===== config.mk =====
export PLATFORM = sky130hd
export DESIGN_NAME = alu_mc
export DESIGN_NICKNAME = d
export VERILOG_FILES = /design/src/rtl/alu_mc.sv
export SDC_FILE = /design/constraint.sdc
export NUM_CORES = 2
export LEC_CHECK = 0
export CAP_MARGIN = 20
export CORE_MARGIN = 2
export CORE_UTILIZATION = 30
export DETAILED_ROUTE_END_ITERATION = 16
export PLACE_DENSITY = 0.51
export SYNTH_ARGS = -nofsm -noshare
export SYNTH_HDL_FRONTEND = slang
export SYNTH_SLANG_ARGS = --single-unit

===== constraint.sdc =====
create_clock -name clk -period 6.1 [get_ports clk]
set_clock_uncertainty 0.15 [all_clocks]
set_input_delay 1.525 -clock clk [delete_from_list [all_inputs] [get_ports clk]]
set_output_delay 1.525 -clock clk [all_outputs]
set_load 0.01 [all_outputs]

===== src/rtl/alu_mc.sv =====
// rtl/alu_mc.sv - multi-cycle LEGv8 ALU with iterative MUL/DIV, shifts and NZCV flags
module alu_mc #(
  parameter int N   = 64,
  parameter int SHW = $clog2(N)
) (
  input  logic         clk,
  input  logic         reset,
  input  logic         in_valid,
  output logic         in_ready,
  input  logic [N-1:0] a,
  input  logic [N-1:0] b,
  input  logic [3:0]   ALUControl,
  output logic         out_valid,
  input  logic         out_ready,
  output logic [N-1:0] result,
  output logic         zero,
  output logic         negative,
  output logic         carry,
  output logic         overflow,
  output logic         illegal
);

  localparam int CW = $clog2(N);

  typedef enum logic [2:0] {S_IDLE, S_MUL, S_DIV, S_FIX, S_DONE} state_t;

  state_t state, state_nx;

  // Iteration state shared by the multiplier and divider
  logic [CW-1:0] cnt;
  logic [N-1:0]  acc, mcand, mplier;
  logic [N-1:0]  rem, quo, dvsr;
  logic          neg_q, div0;

  // Combinational datapath helpers
  logic          long_op, is_mul, sdiv, last;
  logic [N:0]    sum, dif;
  logic [SHW-1:0] shamt;
  logic [N-1:0]  a_mag, b_mag;
  logic [N-1:0]  mul_sum;
  logic [N:0]    rem_sh;
  logic          div_ge;
  logic [N-1:0]  rem_nx, quo_nx;

  // Final-value load strobe and the values to register
  logic          ld;
  logic [N-1:0]  fin_res;
  logic          fin_c, fin_v, fin_ill;

  assign is_mul  = (ALUControl == 4'b1000);
  assign long_op = is_mul || (ALUControl == 4'b1010) || (ALUControl == 4'b1011);
  assign sdiv    = ALUControl[0];
  assign last    = (cnt == CW'(N - 1));

  assign sum   = {1'b0, a} + {1'b0, b};
  assign dif   = {1'b0, a} + {1'b0, ~b} + {{N{1'b0}}, 1'b1};
  assign shamt = b[SHW-1:0];

  // Divide works on magnitudes; the most-negative value maps onto its unsigned pattern
  assign a_mag = (sdiv && a[N-1]) ? -a : a;
  assign b_mag = (sdiv && b[N-1]) ? -b : b;

  // One shift-add multiplier step
  assign mul_sum = acc + (mplier[0] ? mcand : '0);

  // One restoring-division step: bring in the next dividend bit, subtract if it fits
  assign rem_sh = {rem, quo[N-1]};
  assign div_ge = (rem_sh >= {1'b0, dvsr});
  assign rem_nx = div_ge ? (rem_sh[N-1:0] - dvsr) : rem_sh[N-1:0];
  assign quo_nx = {quo[N-2:0], div_ge};

  // State register
  always_ff @(posedge clk or negedge reset) begin
    if (!reset) state <= S_IDLE;
    else        state <= state_nx;
  end

  // Next-state logic
  always_comb begin
    state_nx = state;
    case (state)
      S_IDLE: if (in_valid) begin
        if (is_mul)       state_nx = S_MUL;
        else if (long_op) state_nx = S_DIV;
        else              state_nx = S_DONE;
      end
      S_MUL:  if (last) state_nx = S_DONE;
      S_DIV:  if (last) state_nx = S_FIX;
      S_FIX:  state_nx = S_DONE;
      S_DONE: if (out_ready) state_nx = S_IDLE;
      default: state_nx = S_IDLE;
    endcase
  end

  // Handshake outputs decoded from state
  always_comb begin
    in_ready  = (state == S_IDLE);
    out_valid = (state == S_DONE);
  end

  // Select the value to register as the result, and when
  always_comb begin
    ld      = 1'b0;
    fin_res = '0;
    fin_c   = 1'b0;
    fin_v   = 1'b0;
    fin_ill = 1'b0;
    case (state)
      S_IDLE: if (in_valid && !long_op) begin
        ld = 1'b1;
        case (ALUControl)
          4'b0000: fin_res = a & b;
          4'b0001: fin_res = a | b;
          4'b0010: begin
            fin_res = sum[N-1:0];
            fin_c   = sum[N];
            fin_v   = (a[N-1] == b[N-1]) && (sum[N-1] != a[N-1]);
          end
          4'b0110: begin
            fin_res = dif[N-1:0];
            fin_c   = dif[N];
            fin_v   = (a[N-1] != b[N-1]) && (dif[N-1] != a[N-1]);
          end
          4'b0111: fin_res = b;
          4'b0011: fin_res = a << shamt;
          4'b0100: fin_res = a >> shamt;
          default: fin_ill = 1'b1;
        endcase
      end
      S_MUL: if (last) begin
        ld      = 1'b1;
        fin_res = mul_sum;
      end
      S_FIX: begin
        ld      = 1'b1;
        fin_res = div0 ? '0 : (neg_q ? -quo : quo);
      end
      default: ;
    endcase
  end

  // Iterative multiply/divide registers; operands are captured only at acceptance
  always_ff @(posedge clk or negedge reset) begin
    if (!reset) begin
      cnt    <= '0;
      acc    <= '0;
      mcand  <= '0;
      mplier <= '0;
      rem    <= '0;
      quo    <= '0;
      dvsr   <= '0;
      neg_q  <= 1'b0;
      div0   <= 1'b0;
    end else begin
      case (state)
        S_IDLE: if (in_valid) begin
          cnt    <= '0;
          acc    <= '0;
          mcand  <= a;
          mplier <= b;
          rem    <= '0;
          quo    <= a_mag;
          dvsr   <= b_mag;
          neg_q  <= sdiv && (a[N-1] ^ b[N-1]);
          div0   <= (b == '0);
        end
        S_MUL: begin
          acc    <= mul_sum;
          mcand  <= mcand << 1;
          mplier <= mplier >> 1;
          cnt    <= cnt + 1'b1;
        end
        S_DIV: begin
          rem <= rem_nx;
          quo <= quo_nx;
          cnt <= cnt + 1'b1;
        end
        default: ;
      endcase
    end
  end

  // Result and flags registered together; held until the next load
  always_ff @(posedge clk or negedge reset) begin
    if (!reset) begin
      result   <= '0;
      zero     <= 1'b0;
      negative <= 1'b0;
      carry    <= 1'b0;
      overflow <= 1'b0;
      illegal  <= 1'b0;
    end else if (ld) begin
      result   <= fin_res;
      zero     <= (fin_res == '0);
      negative <= fin_res[N-1];
      carry    <= fin_c;
      overflow <= fin_v;
      illegal  <= fin_ill;
    end
  end

endmodule


# Word-level counts from Yosys, hierarchy flattened
# Cells that the tools add are included.
# W data, S select, Z words.
op_classes:
  bitwise_logic: 4
  n_lt_le_gt_ge: 1
  shift: 2
  muxes: 40
  reduce_logical: 23
  addsub: 9
  eq_ne: 22
op_table:
  columns: ["op", "count"]
  rows:
  - ["$mux W64", 12]
  - ["$pmux W64 S2", 5]
  - ["$pmux W64 S7", 1]
  - ["$neg A64 Y64", 3]
  - ["$pmux W64 S3", 1]
  - ["$add A64 B64 Y65", 2]
  - ["$logic_not A64 Y1", 2]
  - ["$add A65 B1 Y65 const B", 1]
  - ["$ge A65 B64 Y1", 1]
  - ["$add A64 B64 Y64", 1]
  - ["$and A64 B64 Y64", 1]
  - ["$not A64 Y64", 1]
  - ["$or A64 B64 Y64", 1]
  - ["$shl A64 B6 Y64", 1]
  - ["$shr A64 B6 Y64", 1]
  - ["$sub A64 B64 Y64", 1]
  - ["$mux W3", 6]
  - ["$pmux W3 S5", 1]
  - ["$eq A4 B3 Y1 const B", 3]
  - ["$eq A4 B4 Y1 const B", 3]
  - ["$pmux W6 S2", 1]
  - ["$mux W1", 9]
  - ["$eq A4 B2 Y1 const B", 2]
  - ["$reduce_and A2 Y1", 4]
  - ["23 further kinds", 37]
totals:
  inputBits: 136
  output_inout_bits: 71
  elab_cells: 117
  reg_bits: 464

# Longest topological paths before layout
logic_depth:
  word_depth: 8
  ltp_mapped: 25

# Worst setup path after synthesis
# OpenSTA, ideal clock, no wires.
synth_path:
  kind: "input to register"
  start: "input port b[3]"
  end: "register zero"
  t_arrival_ns: 7.283
  setup_time_ns: 0.066
  stages: 24
  setup_slack_ns: -1.399
  n_path_buf: 7
  t_required_ns: 5.884
  path_cell_list: "clkbuf_1 -> inv_1 -> clkbuf_1 -> buf_1 -> clkbuf_1 -> buf_1 -> clkbuf_1 -> ha_1 -> clkbuf_1 -> o21a_1 -> a2111o_1 -> a31oi_2 -> o211ai_1 -> a32o_1 -> a211o_1 -> a21o_1 -> a21oi_1 -> xnor2_1 -> a21oi_1 -> nand2_1 -> or3_1 -> or4_1 -> nor4_2 -> a41o_1"
synth_between:
  elab_chain_cells: 7
  word_cells_on_any_way: 12
  classes_between: "add/sub: 3; shift: 2; mux: 3; bitwise: 3; reduce/logical: 1"
synth_lines:
  columns: ["item", "line", "source"]
  rows:
  - ["start: declaration", "11", "input logic [N-1:0] b,"]
  - ["$not A64 Y64", "56", "assign dif = {1'b0, a} + {1'b0, ~b} + {{N{1'b0}}, 1'b1};"]
  - ["$add A64 B64 Y65", "56", null]
  - ["$add A65 B1 Y65", "56", null]
  - ["$pmux W64 S7 *", "111", "case (ALUControl)"]
  - ["$mux W64 *", "109", "S_IDLE: if (in_valid && !long_op) begin"]
  - ["$pmux W64 S3 *", "108", "case (state)"]
  - ["$logic_not A64 Y1 *", "194", "zero <= (fin_res == '0);"]
  - ["end signal: assignment", "194", null]
  - ["end: declaration", "16", "output logic zero,"]
# Mark *: on every way between the ends. The rest lies on a longest branch, timed or not.
# A chain may end at the register's enable or synchronous reset.

# Final worst setup path
layout_path:
  start: "input port b[0]"
  end: "register zero"
# Same word-level chain as after synthesis.

==> results.sh <==
export IMPL_die_width_um=416.5
export IMPL_max_stage_delay_ns=0.65
export IMPL_wirelength_um=364300
export IMPL_avgSynthCellArea_sq_um=7.490
export IMPL_crit_family="simple AND/OR/NAND/NOR gates"
export IMPL_initial_core_util_pct=30.16
export IMPL_grt_overflow=0
export IMPL_design_area_sq_um=72750
export IMPL_cts_root_buf="clkbuf_16"
export IMPL_p_sw_share_pct=48.45
export IMPL_ctsHoldBuffers=0
export IMPL_grt_first_pass_wirelength_um=495800
export IMPL_p_seq_share_pct=22.2
export IMPL_dp_hpwl_um=305700
export IMPL_fin_hold_ws_ns=0.3297
export IMPL_core_rowCount=151
export IMPL_min_from="result[0]"
export IMPL_hold_viol=0
export IMPL_synth_adder_area_share_pct=8.391
export IMPL_path_class="in2reg"
export IMPL_place_gp_congestion=1.110
export IMPL_cts_tree="done"
export IMPL_layout_nets=9036
export IMPL_fin_util_pct=42.98
export IMPL_rsz0062_at_grt="yes"
export IMPL_n_fill_cell=17624
export IMPL_drv_slew=0
export IMPL_clock_sinks=463
export IMPL_ys_types=100
export IMPL_cp_end_kind="register"
export IMPL_violations="setup timing"
export IMPL_ff_latch_area_sq_um=11590
export IMPL_drtAntennaViolNets=0
export IMPL_core_area_sq_um=169300
export IMPL_area_growth_pct=42.50
export IMPL_dieArea_sq_um=173500
export IMPL_netlist_area_sq_um=51060
export IMPL_synth_edf_count=0
export IMPL_setup_viol_count_final=1
export IMPL_synth_warnings=0
export IMPL_yosysSeqAreaShare_pct=22.69
export IMPL_status="finished, violations left"
export IMPL_synth_xor_area_share_pct=5.832
export IMPL_clock_latency_ns=0.76
export IMPL_dpl_cell_count=10691
export IMPL_vias_per_cell=5.859
export IMPL_fin_crit_sh_pct=102.1
export IMPL_fmax_mhz=160.5
export IMPL_critical_path_required_ns=6.66
export IMPL_drtIter0Drc=6372
export IMPL_ys_flop_type="dfrtp_1"
export IMPL_placed_area_sq_um=69590
export IMPL_p_sw_mw=12.21
export IMPL_grt_total_usage_pct=40.63
export IMPL_critPathLaunchType="input pin"
export IMPL_crit_chain="buf_16 -> buf_12 -> mux4_2 -> mux2i_4 -> o22a_1 -> buf_12 -> o2111ai_4 -> nor4_2 -> o211ai_1 -> a221o_1 -> nor4_2 -> buf_4 -> nand4_1 -> or4_1 -> or4_4 -> nor4_4 -> buf_4 -> nand4b_1 -> nor4_4 -> a41o_1"
export IMPL_tightest_slew_ns=1.217
export IMPL_clockPowerShare_pct=15.7
export IMPL_synthArstFlopShare_pct=100.0
export IMPL_vias=63475
export IMPL_preCtsSetupSlack_ns=-1.616
export IMPL_timing_max_slew_rel_slack_pct=18.90
export IMPL_max_clock_path_buffers=3
export IMPL_final_cells=10834
export IMPL_io_pins=207
export IMPL_ys_ff_latch=463
export IMPL_fp_dieH_um=416.5
export IMPL_setup_tns_final_ns=-0.1306
export IMPL_drv_cap=0
export IMPL_cts_reportedPaths_clkPinSlew_ns=0.07
export IMPL_setup_ws_ns=-0.1306
export IMPL_drive_above_1_share_pct=27.95
export IMPL_grt_pass1_vias=61476
export IMPL_antenna_found_initial=19
export IMPL_post_drt_wl_per_cell_um=33.62
export IMPL_design_power_total_mw=25.20
export IMPL_synth_compound_area_share_pct=28.68
export IMPL_io_buffer_count=206
export IMPL_path_max_fanout=6
export IMPL_syn_nets=7293
export IMPL_setup_worst_path_start="b[0]"
export IMPL_cp_arrival_ns=6.79
export IMPL_multi_input_area_sq_um=37110
export IMPL_crit_buf_inv=5
export IMPL_power_density_nw_per_um2=346.3
export IMPL_crit_path_top_delay_cell="mux4_2"
export IMPL_p_int_mw=12.99
export IMPL_drt_pass1_iter_count=6
export IMPL_p_leak_nw=32.67
export IMPL_synthCells=6817
export IMPL_fin_crit_ns=6.231
export IMPL_yosys_area_share_simple_pct=20.58
export IMPL_combPwrFrac_pct=62.1
export IMPL_hp_class="reg2reg"
export IMPL_peakVddDrop_mv=0.6631
export IMPL_cts_buffers=59
export IMPL_grt_max_degree=156
export IMPL_drc=0
export IMPL_synth_mux_area_share_pct=7.597
export IMPL_r2r_start="mplier[0]"
export IMPL_synth_top_family_by_area="compound AO/OA/AOI/OAI gates"
export IMPL_h_tree_depth=2
synth_stat cells, types with 93 or more instances:
| cell | instances | share of area [%] |
|---|---|---|
| ha_1 | 336 | 8.2 |
| mux2i_1 | 149 | 2.9 |
| dfrtp_1 | 463 | 23 |
| clkbuf_1 | 403 | 3.0 |
| a21oi_1 | 473 | 4.6 |
| o21ai_0 | 615 | 6.0 |
| and2_1 | 93 | 1.1 |
| nor2_1 | 794 | 5.8 |
| nand4_1 | 95 | 1.2 |
| nor3_1 | 127 | 1.2 |
| inv_1 | 293 | 2.2 |
| a22oi_1 | 143 | 2.1 |
| nand2_1 | 621 | 4.6 |
| o31ai_1 | 95 | 1.4 |
| nand3_1 | 199 | 2.0 |
| xnor2_1 | 253 | 4.3 |
| o22ai_1 | 201 | 2.5 |
sequential cells by signal (all words and copies together) (netlist names), 3 cells and up:
name and flops:
acc 64, cnt 6, dvsr 64, mcand 64, mplier 64, quo 64, rem 64, result 64
state 3
power groups by stage:
| stage | combinational, mW | sequential (mW) | clock (mW) |
|---|---|---|---|
| 2_1_floorplan | 7.20 | 5.22 | 0 |
| 3_3_place_gp | 15.1 | 5.58 | 0 |
| 3_5_place_dp | 15.2 | 5.62 | 0 |
| 4_1_cts | 15.3 | 5.58 | 4.01 |
| 5_1_grt | 16.7 | 5.77 | 4.13 |
| 6_report | 15.7 | 5.60 | 3.95 |
kinds of logic after synthesis:
| kind of cell | after synthesis |
|---|---|
| AOI/OAI and AO/OA | 2298 |
| xor gates and xnor gates | 340 |
| adders and majority gates | 340 |
| buffers and inverters | 813 |
| DFF | 463 |
| muxes | 281 |
| and+or+nand+nor | 2282 |
cell type report:
class	instances	area share, %
Multi-Input combinational cell	5541	51.00
Timing Repair Buffer	2199	24.75
Sequential cell	463	15.93
Tap cell	2218	3.814
Clock buffer	82	2.411
Inverter	296	1.536
Clock inverter	28	0.5383
Antenna cell	7	0.02408
worst reg2reg max path: stages, from the launching register on:
cell,delay [ns]
dfrtp_1,0.37
buf_4,0.21
and2_1,0.18
ha_1,0.38
a21oi_1,0.28
o211ai_1,0.19
a2111oi_0,0.44
buf_4,0.22
o32ai_1,0.10
buf_4,0.20
nor3_1,0.27
o31a_1,0.26
o21a_1,0.20
buf_4,0.12
o21ai_0,0.08
buf_4,0.16
a221oi_2,0.40
mux2i_1,0.14
buf_4,0.18
nor4_1,0.44
buf_4,0.22
and3_1,0.22
nand4b_1,0.19
nor4_4,0.19
a41o_1,0.19
cells in the final DEF, fill, tap and decap left out, types with 68 or more instances in the layout:
cell type and n:
nand3_1 199, clkdlybuf4s50_1 166, ha_1 325, o21ai_0 603
a22oi_1 141, and2_1 92, a21o_1 77, xnor2_1 251
mux2i_1 145, mux4_2 72, a21oi_1 466, nand4_1 95
o31ai_1 91, xor2_1 87, inv_1 287, buf_4 1913
nor3_1 120, a31oi_1 89, o22ai_1 200, nand2_1 616
o211ai_1 72, nor2_1 785, buf_12 68, dfrtp_1 462
layer usage:
metal,track usage [%],routed length [um],vias up
met5,0,77,-
met4,32.61,36210,12
met3,5.861,23580,766
met2,61.91,155300,2848
met1,51.25,149100,31285
li1,-,-,28564
final timing paths:
path | endpoint | depth (start not counted) | slack, ns
worst max-delay path | zero | 20 | -0.13
worst min-delay path | result[0] | 1 | 0.33
worst max register to register | zero | 24 | 0.10
worst min register to register | result[0] | 1 | 0.33
max in group asynchronous | mcand[16] | 2 | 3.91
min in group asynchronous | acc[13] | 1 | 0.65
repair_timing:
item / CTS / global route
cloned: 0 / 1
pin swaps: 27 / 35
gates resized for setup: 70 / 105
setup endpoints to repair: 5 / 5
setup buffers: 4 / 21
Power figures use the tool's default switching activity.
